===== src/rtl/rcv_timer_ctrl_if.sv =====
// rcv_timer_ctrl_if - bundle of the receiver timing controller's handshake
// and status signals.
//   Inputs to the controller : start_bit_detected, stop_bit, bit_period, data_size
//   Outputs of the controller: busy, shift_strobe, sbc_clear, sbc_enable,
//                              load_buffer, packet_done, framing_error
//   modport master : the environment (drives inputs, observes outputs)
//   modport slave  : the controller itself
interface rcv_timer_ctrl_if #(
  parameter int NUM_CNT_BITS = 4
);
  logic                    start_bit_detected;
  logic                    stop_bit;
  logic [NUM_CNT_BITS-1:0] bit_period;
  logic [3:0]              data_size;
  logic                    busy;
  logic                    shift_strobe;
  logic                    sbc_clear;
  logic                    sbc_enable;
  logic                    load_buffer;
  logic                    packet_done;
  logic                    framing_error;

  modport master (
    output start_bit_detected, stop_bit, bit_period, data_size,
    input  busy, shift_strobe, sbc_clear, sbc_enable, load_buffer,
           packet_done, framing_error
  );

  modport slave (
    input  start_bit_detected, stop_bit, bit_period, data_size,
    output busy, shift_strobe, sbc_clear, sbc_enable, load_buffer,
           packet_done, framing_error
  );
endinterface


===== src/rtl/rcv_timer_ctrl.sv =====
// rcv_timer_ctrl - timing controller for a serial receiver.
// Waits for a start bit, then times floor(1.5*P) clocks to the middle of the
// first data bit, strobes each of D data bits at mid-bit, enables the stop-bit
// checker at the stop bit's mid-point and finally reports good/bad packet.
// Ports:
//   clk   : system clock, rising edge
//   n_rst : asynchronous active-low reset
//   bus   : rcv_timer_ctrl_if.slave (inputs start_bit_detected, stop_bit,
//           bit_period, data_size; registered outputs busy, shift_strobe,
//           sbc_clear, sbc_enable, load_buffer, packet_done, framing_error)
module rcv_timer_ctrl #(
  parameter int NUM_CNT_BITS = 4
) (
  input  logic           clk,
  input  logic           n_rst,
  rcv_timer_ctrl_if.slave bus
);
  localparam int CW = NUM_CNT_BITS + 1;

  typedef enum logic [2:0] {IDLE, START, DATA, STOP, CHECK} state_t;

  state_t                  r_state;
  logic [CW-1:0]           r_cnt;
  logic [CW-1:0]           r_start_last;
  logic [CW-1:0]           r_bit_last;
  logic [3:0]              r_bits;
  logic [3:0]              r_dsize;

  logic                    r_busy;
  logic                    r_shift_strobe;
  logic                    r_sbc_clear;
  logic                    r_sbc_enable;
  logic                    r_load_buffer;
  logic                    r_packet_done;
  logic                    r_framing_error;

  logic [NUM_CNT_BITS-1:0] w_p;
  logic [CW-1:0]           w_p_ext;
  logic [CW-1:0]           w_start_last;
  logic [CW-1:0]           w_bit_last;
  logic [3:0]              w_dsize;

  // Clamp and precompute terminal counts once, at the start edge.
  always_comb begin
    w_p          = (bus.bit_period < NUM_CNT_BITS'(2)) ? NUM_CNT_BITS'(2) : bus.bit_period;
    w_p_ext      = CW'(w_p);
    w_start_last = w_p_ext + (w_p_ext >> 1) - CW'(1);
    w_bit_last   = w_p_ext - CW'(1);
    w_dsize      = (bus.data_size == 4'd0) ? 4'd1 : bus.data_size;
  end

  // Outputs are registered from the current state, so every pulse appears
  // one cycle after the state/count condition that produces it.
  always_ff @(posedge clk or negedge n_rst) begin
    if (!n_rst) begin
      r_state         <= IDLE;
      r_cnt           <= '0;
      r_start_last    <= '0;
      r_bit_last      <= '0;
      r_bits          <= '0;
      r_dsize         <= '0;
      r_busy          <= 1'b0;
      r_shift_strobe  <= 1'b0;
      r_sbc_clear     <= 1'b0;
      r_sbc_enable    <= 1'b0;
      r_load_buffer   <= 1'b0;
      r_packet_done   <= 1'b0;
      r_framing_error <= 1'b0;
    end else begin
      r_shift_strobe <= 1'b0;
      r_sbc_clear    <= 1'b0;
      r_sbc_enable   <= 1'b0;
      r_load_buffer  <= 1'b0;
      r_packet_done  <= 1'b0;
      r_busy         <= (r_state != IDLE);

      case (r_state)
        IDLE: begin
          if (bus.start_bit_detected) begin
            r_start_last <= w_start_last;
            r_bit_last   <= w_bit_last;
            r_dsize      <= w_dsize;
            r_cnt        <= '0;
            r_bits       <= '0;
            r_state      <= START;
          end
        end
        START: begin
          if (r_cnt == '0) begin
            r_sbc_clear     <= 1'b1;
            r_framing_error <= 1'b0;
          end
          if (r_cnt == r_start_last) begin
            r_cnt          <= '0;
            r_shift_strobe <= 1'b1;
            r_bits         <= r_bits + 4'd1;
            r_state        <= (r_dsize == 4'd1) ? STOP : DATA;
          end else begin
            r_cnt <= r_cnt + CW'(1);
          end
        end
        DATA: begin
          if (r_cnt == r_bit_last) begin
            r_cnt          <= '0;
            r_shift_strobe <= 1'b1;
            r_bits         <= r_bits + 4'd1;
            if (r_bits + 4'd1 == r_dsize) r_state <= STOP;
          end else begin
            r_cnt <= r_cnt + CW'(1);
          end
        end
        STOP: begin
          if (r_cnt == r_bit_last) begin
            r_cnt        <= '0;
            r_sbc_enable <= 1'b1;
            r_state      <= CHECK;
          end else begin
            r_cnt <= r_cnt + CW'(1);
          end
        end
        CHECK: begin
          r_packet_done <= 1'b1;
          if (bus.stop_bit) r_load_buffer   <= 1'b1;
          else              r_framing_error <= 1'b1;
          r_state <= IDLE;
        end
        default: r_state <= IDLE;
      endcase
    end
  end

  assign bus.busy          = r_busy;
  assign bus.shift_strobe  = r_shift_strobe;
  assign bus.sbc_clear     = r_sbc_clear;
  assign bus.sbc_enable    = r_sbc_enable;
  assign bus.load_buffer   = r_load_buffer;
  assign bus.packet_done   = r_packet_done;
  assign bus.framing_error = r_framing_error;
endmodule

===== src/flat_wrapper.sv =====
// flat-port wrapper written by rule: the top's interface ports become plain ports
module rcv_timer_ctrl_flat 
#(
  parameter int NUM_CNT_BITS = 4
)
  (clk, n_rst, bus_start_bit_detected, bus_stop_bit, bus_bit_period, bus_data_size, bus_busy, bus_shift_strobe, bus_sbc_clear, bus_sbc_enable, bus_load_buffer, bus_packet_done, bus_framing_error);
  rcv_timer_ctrl_if #(.NUM_CNT_BITS(NUM_CNT_BITS)) bus_i ();
  input  logic clk;
  input  logic n_rst;
  input wire logic [$bits(bus_i.start_bit_detected)-1:0] bus_start_bit_detected;
  input wire logic [$bits(bus_i.stop_bit)-1:0] bus_stop_bit;
  input wire logic [$bits(bus_i.bit_period)-1:0] bus_bit_period;
  input wire logic [$bits(bus_i.data_size)-1:0] bus_data_size;
  output wire logic [$bits(bus_i.busy)-1:0] bus_busy;
  output wire logic [$bits(bus_i.shift_strobe)-1:0] bus_shift_strobe;
  output wire logic [$bits(bus_i.sbc_clear)-1:0] bus_sbc_clear;
  output wire logic [$bits(bus_i.sbc_enable)-1:0] bus_sbc_enable;
  output wire logic [$bits(bus_i.load_buffer)-1:0] bus_load_buffer;
  output wire logic [$bits(bus_i.packet_done)-1:0] bus_packet_done;
  output wire logic [$bits(bus_i.framing_error)-1:0] bus_framing_error;
  assign bus_i.start_bit_detected = bus_start_bit_detected;
  assign bus_i.stop_bit = bus_stop_bit;
  assign bus_i.bit_period = bus_bit_period;
  assign bus_i.data_size = bus_data_size;
  assign bus_busy = bus_i.busy;
  assign bus_shift_strobe = bus_i.shift_strobe;
  assign bus_sbc_clear = bus_i.sbc_clear;
  assign bus_sbc_enable = bus_i.sbc_enable;
  assign bus_load_buffer = bus_i.load_buffer;
  assign bus_packet_done = bus_i.packet_done;
  assign bus_framing_error = bus_i.framing_error;
  rcv_timer_ctrl #(.NUM_CNT_BITS(NUM_CNT_BITS)) u_core (.clk(clk), .n_rst(n_rst), .bus(bus_i));
endmodule

===== config.mk =====
export PLATFORM = sky130hd
export DESIGN_NAME = rcv_timer_ctrl_flat
export DESIGN_NICKNAME = d
export VERILOG_FILES = /design/src/rtl/rcv_timer_ctrl_if.sv /design/src/rtl/rcv_timer_ctrl.sv /design/src/flat_wrapper.sv
export SDC_FILE = /design/constraint.sdc
export NUM_CORES = 1
export LEC_CHECK = 0
export ABC_AREA = 1
export CORE_MARGIN = 2
export CORE_UTILIZATION = 51
export DETAILED_ROUTE_END_ITERATION = 7
export HOLD_SLACK_MARGIN = 0.06
export PLACE_DENSITY_LB_ADDON = 0.25
export SETUP_SLACK_MARGIN = 0.15
export SLEW_MARGIN = 20
export SYNTH_ARGS = -nofsm -noshare
export SYNTH_HDL_FRONTEND = slang
export SYNTH_SLANG_ARGS = --single-unit

===== constraint.sdc =====
create_clock -name clk -period 2.2 [get_ports clk]
set_input_delay 0.22 -clock clk [delete_from_list [all_inputs] [get_ports clk]]
set_output_delay 0.22 -clock clk [all_outputs]
set_load 0.05 [all_outputs]

==> Word-level counts from Yosys, hierarchy flattened <==
Cells that the tools add are included.
{ "classes": {"shift": 0, "reduce_logical": 13, "order_cmp": 1, "div": 0, "add_sub_neg": 5, "mux": 29, "n_mul": 0, "n_bitwise": 0, "n_eq_ne": 15} }
{ "ops": {"columns": ["operator", "n"], "rows": [
  ["2-to-1 mux 4 bit", 5],
  ["2-to-1 mux 3 bit", 5],
  ["2-to-1 mux 5 bit", 3],
  ["case mux 5 bit (3 select lines)", 1],
  ["case mux 3 bit (4 select lines)", 1],
  ["case mux 4 bit (3 select lines)", 1],
  ["2-to-1 mux 1 bit", 11],
  ["== test 5 bit", 2],
  ["!= test 2 x 1 -> 1 bit, second input constant", 5],
  ["nonzero test 3 bit", 3],
  ["== test 3 x 2 -> 1 bit, second input constant", 2],
  ["adder 4 x 3 -> 5 bit", 1],
  ["adder 5 x 1 -> 5 bit, second input constant", 1],
  ["zero test 5 bit", 1],
  ["AND reduction 5 bit", 1],
  ["subtractor 4 x 1 -> 5 bit, second input constant", 1],
  ["subtractor 5 x 1 -> 5 bit, second input constant", 1],
  ["adder 4 x 1 -> 4 bit, second input constant", 1],
  ["== test 4 x 1 -> 1 bit, second input constant", 1],
  ["== test 4 bit", 1],
  ["zero test 4 bit", 1],
  ["< comparator 4 x 2 -> 1 bit, second input constant", 1],
  ["!= test 2 bit, second input constant", 2],
  ["case mux 1 bit (2 select lines)", 2],
  ["8 further kinds", 9]
]} }
{ "totals": {"ramBits": 0, "elab_cells": 76, "latchBits": 0, "input_bits": 12, "romBits": 0, "mem_count": 0, "regBits": 33} }

==> Depth between registers and ports, before layout <==
Gate-level depths: netlist (run 1).
{ "logic_depth": {"word_depth": 5, "mapped_depth": 12} }

==> Least setup slack after synthesis (run 1) <==
No wires, ideal clock.
{ "synth_timing": {"kind": "input to register", "from": "in bus_bit_period[2]", "to": "reg u_core.r_start_last[3]", "cell_stages": 10, "n_path_buf": 0, "t_arrival_ns": 1.841, "setup_slack_ns": 0.276, "required_time_ns": 2.117, "cell_sequence": "inv_1 ha_1 nand2_1 nand2_1 ha_1 inv_1 ha_1 fa_1 xor2_1 o21ai_0"} }
{ "synth_between": {"elab_chain_len": 4} }
{ "synth_rtl": {"columns": ["item", "line", "text"], "rows": [
  ["from (decl)", "flat_wrapper.sv:12", "input wire logic [$bits(bus_i.bit_period)-1:0] bus_bit_period;"],
  ["< comparator 4 x 2 -> 1 bit", "rcv_timer_ctrl.sv:45", "w_p = (bus.bit_period < NUM_CNT_BITS'(2)) ? NUM_CNT_BITS'(2) : bus.bit_period;"],
  ["2-to-1 mux 4 bit *", "rcv_timer_ctrl.sv:45", null],
  ["adder 4 x 3 -> 5 bit *", "rcv_timer_ctrl.sv:47", "w_start_last = w_p_ext + (w_p_ext >> 1) - CW'(1);"],
  ["subtractor 5 x 1 -> 5 bit *", "rcv_timer_ctrl.sv:47", null],
  ["to (signal assigned)", "rcv_timer_ctrl.sv:80", "r_start_last <= w_start_last;"],
  ["to (decl)", "rcv_timer_ctrl.sv:24", "logic [CW-1:0] r_start_last;"]
]} }
Mark *: on every way between the ends. The rest lies on a longest branch, timed or not.
A chain may end at the register's enable or synchronous reset.

==> Final worst setup path (run 1) <==
{ "layout_timing": {"from": "in bus_bit_period[2]", "to": "reg u_core.r_start_last[2]"} }
{ "layout_between": {"elab_chain_len": 4} }
{ "layout_rtl": {"columns": ["item", "line", "text"], "rows": [
  ["< comparator 4 x 2 -> 1 bit", "rcv_timer_ctrl.sv:45", null],
  ["2-to-1 mux 4 bit *", "rcv_timer_ctrl.sv:45", null],
  ["adder 4 x 3 -> 5 bit *", "rcv_timer_ctrl.sv:47", null],
  ["subtractor 5 x 1 -> 5 bit *", "rcv_timer_ctrl.sv:47", null],
  ["named net u_core.w_start_last[2]", "rcv_timer_ctrl.sv:39", "logic [CW-1:0] w_start_last;"]
]} }
Mark *: on every way through the listed nets, which the timed path passes. The rest lies on a longest branch.

==> Implementation_results.wiki, run 1 <==
{| class="wikitable"
! Metric !! Value
|-
| Most instantiated library cell after synthesis || nand2_1
|-
| Slowest cell on the critical path || fa_2
|-
| Number of global-route vias before repair || 1568
|-
| Dominant cell type by area after synthesis || dfrtp_1
|-
| Overall routed net length || 3530 um
|-
| Synthesized Nets || 273
|-
| Clock root buffer || clkbuf_8
|-
| Max Transition Viols Final || 0
|-
| Top-level I/O count || 19
|-
| TritonCTS Sinks || 32
|-
| Category of the worst setup path capture point || flip-flop
|-
| Static leakage || 1.19 nW
|-
| Number of enable-type register cells in the synthesized netlist || 0
|-
| Total gr overflow || 0
|-
| Post-DR wirelength/cell || 10.6 um
|-
| Diodes inserted || 0
|-
| Die Footprint || 4270 um2
|-
| Category of the critical setup timing path || input pin to flip-flop
|-
| Buffers and inverters on the worst path || 4
|-
| Average via count per standard cell || 4.82
|-
| Global-route wire length before repair || 6600 um
|-
| Residual DRC || 0
|-
| Worst clock skew || 0.00561 ns
|-
| Worst Setup Slack, final || 0.197 ns
|-
| Synth Warn # || 0
|-
| Total of hold buffers inserted after clock tree synthesis || 0
|-
| Mean instance size in the synthesized netlist || 7.65 um2
|-
| PwrDens || 1270 nW/um2
|-
| Post-Route Setup TNS || 0 ns
|-
| RSZ-0062 raised after global routing || false
|-
| Period utilisation layout || 0.910
|-
| Num rows || 22
|-
| Normalized max-slew margin || 0.667
|-
| Share of the yosys chip area belonging to registers || 0.417
|-
| Number of standard cells in the layout, taps in and fillers out || 333
|-
| Number of buffers on the longest clock path || 2
|-
| Final-layout fill cell count || 328
|-
| Maximum capacitance violations || 0
|-
| Critical path's largest stage delay || 0.52 ns
|-
| Gate count after technology mapping || 251
|-
| Number of storage elements in the synthesis netlist || 32
|-
| Final net count || 306
|-
| Total via count in the routed design || 1606
|-
| Largest cells by area after synthesis || dfrtp_1 42%, nand2_1 14%, inv_1 6.5%
|-
| Number of failing setup endpoints in the final timing report || 0
|-
| Cells traversed along the worst timing path || clkdlybuf4s50_1, inv_2, ha_4, nand2_2, buf_4, nand2_1, ha_2, inv_2, ha_4, fa_2, nand2_1, o21ai_0
|-
| Cell family contributing the most delay on the critical path || adder cells
|-
| TritonCTS clock tree || done
|-
| Fraction of registers with async set/reset || 1.00
|-
| DP HPWL || 2650 um
|-
| Type of origin of the critical path || input pin
|-
| Total Power Consumption || 3.03 mW
|-
| Worst setup slack after placement || -0.249 ns
|-
| Horizontal extent of the die || 65.3 um
|-
| Placer's final routability congestion estimate || 0.902
|-
| Share of layout cells above drive strength 1 || 0.179
|-
| Antenna-violating nets left || 0
|-
| Result of the run || completed
|-
| Count of different cell masters after synthesis || 28
|-
| TritonRoute pass-1 iters || 4
|-
| CTS Buf Count || 5
|-
| Drt initial violations || 69
|-
| Post-synth design cell area || 1920 um2
|-
| Core outline area || 3630 um2
|-
| Synth top cells by count || 73 x nand2_1, 33 x inv_1, 32 x dfrtp_1
|-
| IR drop worst, VDD || 494 uV
|-
| Hold/Removal Path Class || input pin to asynchronous set/reset pin
|-
| Pin count of the biggest net entering global routing || 33
|-
| Area delta synth->final || 24.0%
|-
| Clock latency of the later-clocked register in the worst-skew pair || 0.28 ns
|-
| Dominant synthesized flop cell || dfrtp_1
|-
| Crit-path max FO || 3
|-
| Area share of the largest cell type after synthesis || 0.417
|-
| Peak Freq || 499 MHz
|-
| Final Critical Period || 2.00 ns
|-
| PortBufs || 18
|-
| # H-tree levels || 2
|-
| Die height || 65.3 um
|-
| Effective utilization at floorplan || 0.528
|-
| Measured slew at the worst slew-check pin || 0.498 ns
|-
| Number of antenna violations at the first check in global routing || 0
|-
| Number of instances in the placed design || 325
|-
| Clk slew on worst S/H paths || 0.06 ns
|-
| Required time of the worst setup path || 2.40 ns
|-
| Arr. time, crit path || 2.20 ns
|-
| Total global-route track usage || 0.202
|-
| Final hold violations || 0
|}
worst paths after layout:
check                                     start                       end  slack (ns)  cells past startpoint
max                           bus_bit_period[2]    u_core.r_start_last[2]        0.20                     12
min                                       n_rst  u_core.bus.framing_error        0.33                      2
max reg2reg                    u_core.r_bits[0]         u_core.r_state[1]        0.61                      9
min reg2reg                u_core.r_bit_last[3]      u_core.r_bit_last[3]        0.51                      2
max in group asynchronous                 n_rst    u_core.r_start_last[2]        1.58                      2
min in group clk                   bus_stop_bit    u_core.bus.load_buffer        0.48                      3
per-layer routing:
metal | global-route usage | vias to the layer above | part of all wire
met1 | 0.247 | 718 | 0.46
met2 | 0.342 | 40 | 0.49
li1 | - | 844 | -
met3 | 0.0462 | 4 | 0.040
met5 | 0 | - | 0
met4 | 0.0859 | 0 | 0.013
metrics by stage:
step	cell area, um2	util	hold WS (ns)
final	2380	0.655	0.332
after global routing	2380	0.655	0.386
after CTS	2350	0.646	0.341
after detailed placement	2220	0.612	0.494
after global placement	2220	0.612	0.480
after floorplan	1920	-	-0.0756
layout make-up:
class,instances,area (um2),area share
Timing Repair Buffer,29,263,0.110
Multi-Input combinational cell,171,980,0.412
Tap cell,48,60.1,0.0252
Clock buffer,6,72.6,0.0305
Sequential cell,32,801,0.336
Inverter,45,169,0.0710
Clock inverter,2,35.0,0.0147
logic make-up (layout without fill, tap and decap cells):
family,Yosys count,after routing,synth area share
flops,32,32,0.417
compound gates,29,29,0.0789
buf+inv,48,82,0.0971
fa+ha+maj,10,10,0.0730
simple gates,123,123,0.293
xor+xnor,9,9,0.0411
cells in the final DEF (no fill, tap or decap), drive strengths merged, types with 4 or more instances in the layout:
cell type / synthesis / layout
buf: 3 / 11
nand3: 16 / 16
a21oi: 5 / 5
dfrtp: 32 / 32
o21ai: 21 / 21
nor2: 24 / 24
nand2: 77 / 77
inv: 44 / 44
xor2: 4 / 4
clkbuf: 0 / 6
clkdlybuf4s50: 0 / 18
xnor2: 5 / 5
ha: 8 / 8
where the power goes:
group / switching (mW) / internal (mW) / total [mW]
Clock: 0.204 / 0.335 / 0.539
Sequential: 0.210 / 0.803 / 1.01
Combinational: 0.923 / 0.551 / 1.47
what timing repair did:
item,CTS,global route
resized for setup,5,10
pin swaps,0,1
setup buffers,0,0
setup endpoints to repair,2,3
cloned,0,0
state kept, by name (all words and copies together), names as in the netlist, 3 cells and up:
signal	cells
u_core.r_bits	4
u_core.r_cnt	5
u_core.r_bit_last	5
u_core.r_state	3
u_core.r_dsize	4
u_core.r_start_last	4
Power figures use the tool's default switching activity.
==> inputs of run 2 (changes only) <==
--- a/config.mk
+++ b/config.mk
@@ -12,7 +12,7 @@
 export HOLD_SLACK_MARGIN = 0.06
 export PLACE_DENSITY_LB_ADDON = 0.25
 export SETUP_SLACK_MARGIN = 0.15
-export SLEW_MARGIN = 20
+export SLEW_MARGIN = 25
 export SYNTH_ARGS = -nofsm -noshare
 export SYNTH_HDL_FRONTEND = slang
 export SYNTH_SLANG_ARGS = --single-unit
==> results of run 2 <==
Same layout as run 1: the final DEF is identical, and so are final timing and power.
==> RTL edit 1 (settings of run 2) <==
Re-encode `state_t` (5 states) as Gray code, 3 bits wide.
--- a/src/rtl/rcv_timer_ctrl.sv
+++ b/src/rtl/rcv_timer_ctrl.sv
@@ -19,3 +19,3 @@
 
-  typedef enum logic [2:0] {IDLE, START, DATA, STOP, CHECK} state_t;
+  typedef enum logic [2:0] {IDLE = 3'b000, START = 3'b001, DATA = 3'b011, STOP = 3'b010, CHECK = 3'b110} state_t;
 
Function: same outputs for any inputs over 10 cycles, from zero or initial values and one cycle with n_rst low; not proved beyond that.
==> RTL edit 1 against run 2 <==
Worst setup slack better by 0.087 ns. Critical endpoint unchanged. Wire length is 12% higher. Sequential cell count unchanged. Clock skew increased by 0.0033 ns. Cell count up 0.30%. Final area rose by 2.8%. Area after synthesis up 2.7%. Total power up 11%.
==> RTL edit 1: results (changes against run 2) <==
Instance count after placement with tap cells included = 321 (-1.2%)
Delay of the slowest cell on the worst path = 0.56 ns (+0.04 ns)
Worst-case clock skew = 0.00888 ns (+0.00327 ns)
Detailed-route wire length = 3940 um (+12%)
Status = finished, final reports clean
Leakage component of the power = 1.20 nW (+0.92%)
Origin of the worst setup path = bus_bit_period[1]
Top cells by area in the synthesized netlist = sky130_fd_sc_hd__dfrtp_1 41%, sky130_fd_sc_hd__nand2_1 13%, sky130_fd_sc_hd__inv_1 5.5%
Met2 Usage GRT = 36.4% (+2.2 points)
Clock Power = 0.000465 W (-14%)
Tot GR Track Use = 22.0% (+1.8 points)
Minimum setup slack in the final design = 0.285 ns (+0.0873 ns)
Peak supply drop = 0.594 mV (+20%)
Top post-synthesis cells by count = 70 x sky130_fd_sc_hd__nand2_1, 32 x sky130_fd_sc_hd__dfrtp_1, 29 x sky130_fd_sc_hd__inv_1
Detailed placement HPWL = 2830 um (+6.7%)
Arrival time at the worst endpoint = 2.12 ns (-0.08 ns)
Post-Synthesis Net Count = 267 (-2.2%)
Iteration-0 DRC Markers = 92 (+33%)
Fill cell count = 331 (+0.91%)
Global placement routability congestion = 0.829 (-8.1%)
Sum of routed wire segments on met1 = 1830 um (+13%)
Final non-filler cell total = 334 (+0.30%)
Wire length of the first global-routing pass = 7160 um (+8.4%)
Final nets = 307 (+0.33%)
Worst hold slack = 0.331 ns (-0.00165 ns)
Slew headroom = 66.5% (-0.16 points)
Post-CTS Resized = 11 (+6)
Fraction of layout instances using a drive strength above 1 = 21.7% (+3.8 points)
Net switching component of the power = 0.00159 W (+19%)
Die Footprint = 0.00438 mm^2 (+2.5%)
Power drawn by the combinational cells = 0.00181 W (+23%)
Via count = 1626 (+1.2%)
Met3 track utilization from global routing = 5.11% (+0.49 points)
Number of distinct library cells after synthesis = 29 (+3.6%)
Post-place setup slack = -0.288 ns (-0.0386 ns)
Global-route met1 utilization = 27.2% (+2.5 points)
Synth Instances = 245 (-2.4%)
Post-CTS setup buffer count = 5 (+5)
RTL edit 1: cells by family after synthesis:
family,synth area share [%]
buffers and inverters,8.38
xor gates and xnor gates,4.44
adders and majority gates,7.11
and+or+nand+nor,32.4
AOI/OAI and AO/OA,6.98
DFF,40.6
RTL edit 1: per-stage QoR:
step	cell area, um^2	total power (W)	util, %
floorplan	1970	0.00247	-
global placement	2290	0.00282	62.1
detailed placement	2290	0.00286	62.1
CTS	2450	0.00337	66.3
global route	2450	0.00367	66.3
finish	2450	0.00335	66.3
RTL edit 1: area by class of cell:
cell class	instances	area, um^2	area share, %
timing repair buffer	36	313	12.8
multi-input combinational	171	1030	42.1
tap	48	60.1	2.46
inverter	39	149	6.09
sequential	32	801	32.7
clock inverter	1	7.51	0.307
clock buffer	7	86.3	3.53
==> RTL edit 2 (settings of run 2) <==
Made on the original files. `NUM_CNT_BITS` is set to 4 in 3 places; all go to 6.
--- a/src/rtl/rcv_timer_ctrl_if.sv
+++ b/src/rtl/rcv_timer_ctrl_if.sv
@@ -8,3 +8,3 @@
 interface rcv_timer_ctrl_if #(
-  parameter int NUM_CNT_BITS = 4
+  parameter int NUM_CNT_BITS = 6
 );
--- a/src/rtl/rcv_timer_ctrl.sv
+++ b/src/rtl/rcv_timer_ctrl.sv
@@ -11,3 +11,3 @@
 module rcv_timer_ctrl #(
-  parameter int NUM_CNT_BITS = 4
+  parameter int NUM_CNT_BITS = 6
 ) (
--- a/src/flat_wrapper.sv
+++ b/src/flat_wrapper.sv
@@ -3,3 +3,3 @@
 #(
-  parameter int NUM_CNT_BITS = 4
+  parameter int NUM_CNT_BITS = 6
 )
Ports: changed (resized bus_bit_period); port bits go from 19 to 21. No check against the original RTL was run, so the function may have changed too.
==> RTL edit 2 against run 2 <==
Die area grew 23%. Wire length grew 45%. First-iteration DRC count shrank 23%. Sequential cell count grew 6. Final area grew 27%. Clock skew grew 0.0010 ns. Worst setup slack gained 0.081 ns. Via count grew 28%. Total power grew 5.0%. Area after synthesis grew 25%.
==> RTL edit 2: results (changes against run 2) <==
Fill cell count = 371 (+13%)
Clock buffers = 7 (+1)
Via count = 2057 (+28%)
Instance count after placement with tap cells included = 395 (+22%)
Met3 wire length = 172 um (+20%)
Wire length of the first global-routing pass = 8480 um (+28%)
Status = finished, final reports clean
Routed wire length on met2 = 2720 um (+58%)
Detailed-route wire length = 5130 um (+45%)
Arrival time at the worst endpoint = 2.14 ns (-0.06 ns)
Multi-input combinational cell count = 222 (+30%)
Average cell area after synthesis = 7.67 um^2 (+0.27%)
Share of the final layout cell area in multi-input gates = 45.6% (+4.4 points)
R2r setup slk = 0.35 ns (-0.26 ns)
R2R depth = 12 (+3)
Sequential share of the synthesized area = 39.6% (-2.1 points)
Met2 Usage GRT = 38.7% (+4.5 points)
Sum of routed wire segments on met1 = 2140 um (+32%)
Detailed placement HPWL = 3630 um (+37%)
Number of register bits inferred by synthesis = 38 (+19%)
End point of the critical path = u_core.r_start_last[5]$_DFFE_PN0P_
Hold Crit Class = in -> reg
Clock network contribution to total cell area = 3.01% (-1.5 points)
Post-place setup slack = -0.511 ns (-0.262 ns)
Registers with the most flip-flops = u_core.r_bit_last: 7 flops, u_core.r_cnt: 7 flops, u_core.r_start_last: 6 flops
Routed via count divided by cell count = 5.02 (+4.0%)
Worst-case clock skew = 0.00661 ns (+0.00100 ns)
Met3 track utilization from global routing = 4.56% (-0.065 points)
Top post-synthesis cells by count = 89 x sky130_fd_sc_hd__nand2_1, 46 x sky130_fd_sc_hd__inv_1, 38 x sky130_fd_sc_hd__dfrtp_1
Slew headroom = 46.6% (-20 points)
Largest net degree at the start of global routing = 39 (+18%)
Fraction of layout instances using a drive strength above 1 = 19.3% (+1.4 points)
Worst hold slack = 0.386 ns (+0.0535 ns)
Count of input and output buffers = 20 (+2)
Global-route met1 utilization = 23.6% (-1.1 points)
Invs w/o clock = 47 (+4.4%)
Number of distinct library cells after synthesis = 29 (+3.6%)
Delay of the slowest cell on the worst path = 0.39 ns (-0.13 ns)
Global placement routability congestion = 0.814 (-9.8%)
Non-CTS buffers = 43 (+48%)
Highest clock frequency the design can meet = 520 MHz (+4.2%)
Non-clock buffer share of cell area = 12.0% (+1.0 points)
## RTL edit 2: where the power goes
| group | leakage [nW] | internal, W | switching, W |
|---|---|---|---|
| sequential | 0.493 | 0.000935 | 0.000179 |
| combinational | 0.965 | 0.000585 | 0.000976 |
| clock | 0.0482 | 0.000253 | 0.000250 |
| total | 1.51 | 0.00177 | 0.00140 |
## RTL edit 2: kinds of logic (layout without fill, tap and decap cells)
| logic type | count (synthesis) | after routing | synth area share (%) |
|---|---|---|---|
| fa+ha+maj | 18 | 18 | 10.0 |
| flops | 38 | 38 | 39.6 |
| compound gates | 29 | 29 | 6.99 |
| simple gates | 159 | 159 | 29.0 |
| xor+xnor | 16 | 16 | 5.84 |
| buf+inv | 53 | 98 | 8.50 |
## RTL edit 2: repair_timing
item,4_1_cts,5_1_grt
pin swaps,10,14
endpoints found under the setup margin,5,5
resized for setup,14,23
hold endpoints to repair,38,0
hold buffers,1,0
buffers inserted,5,1
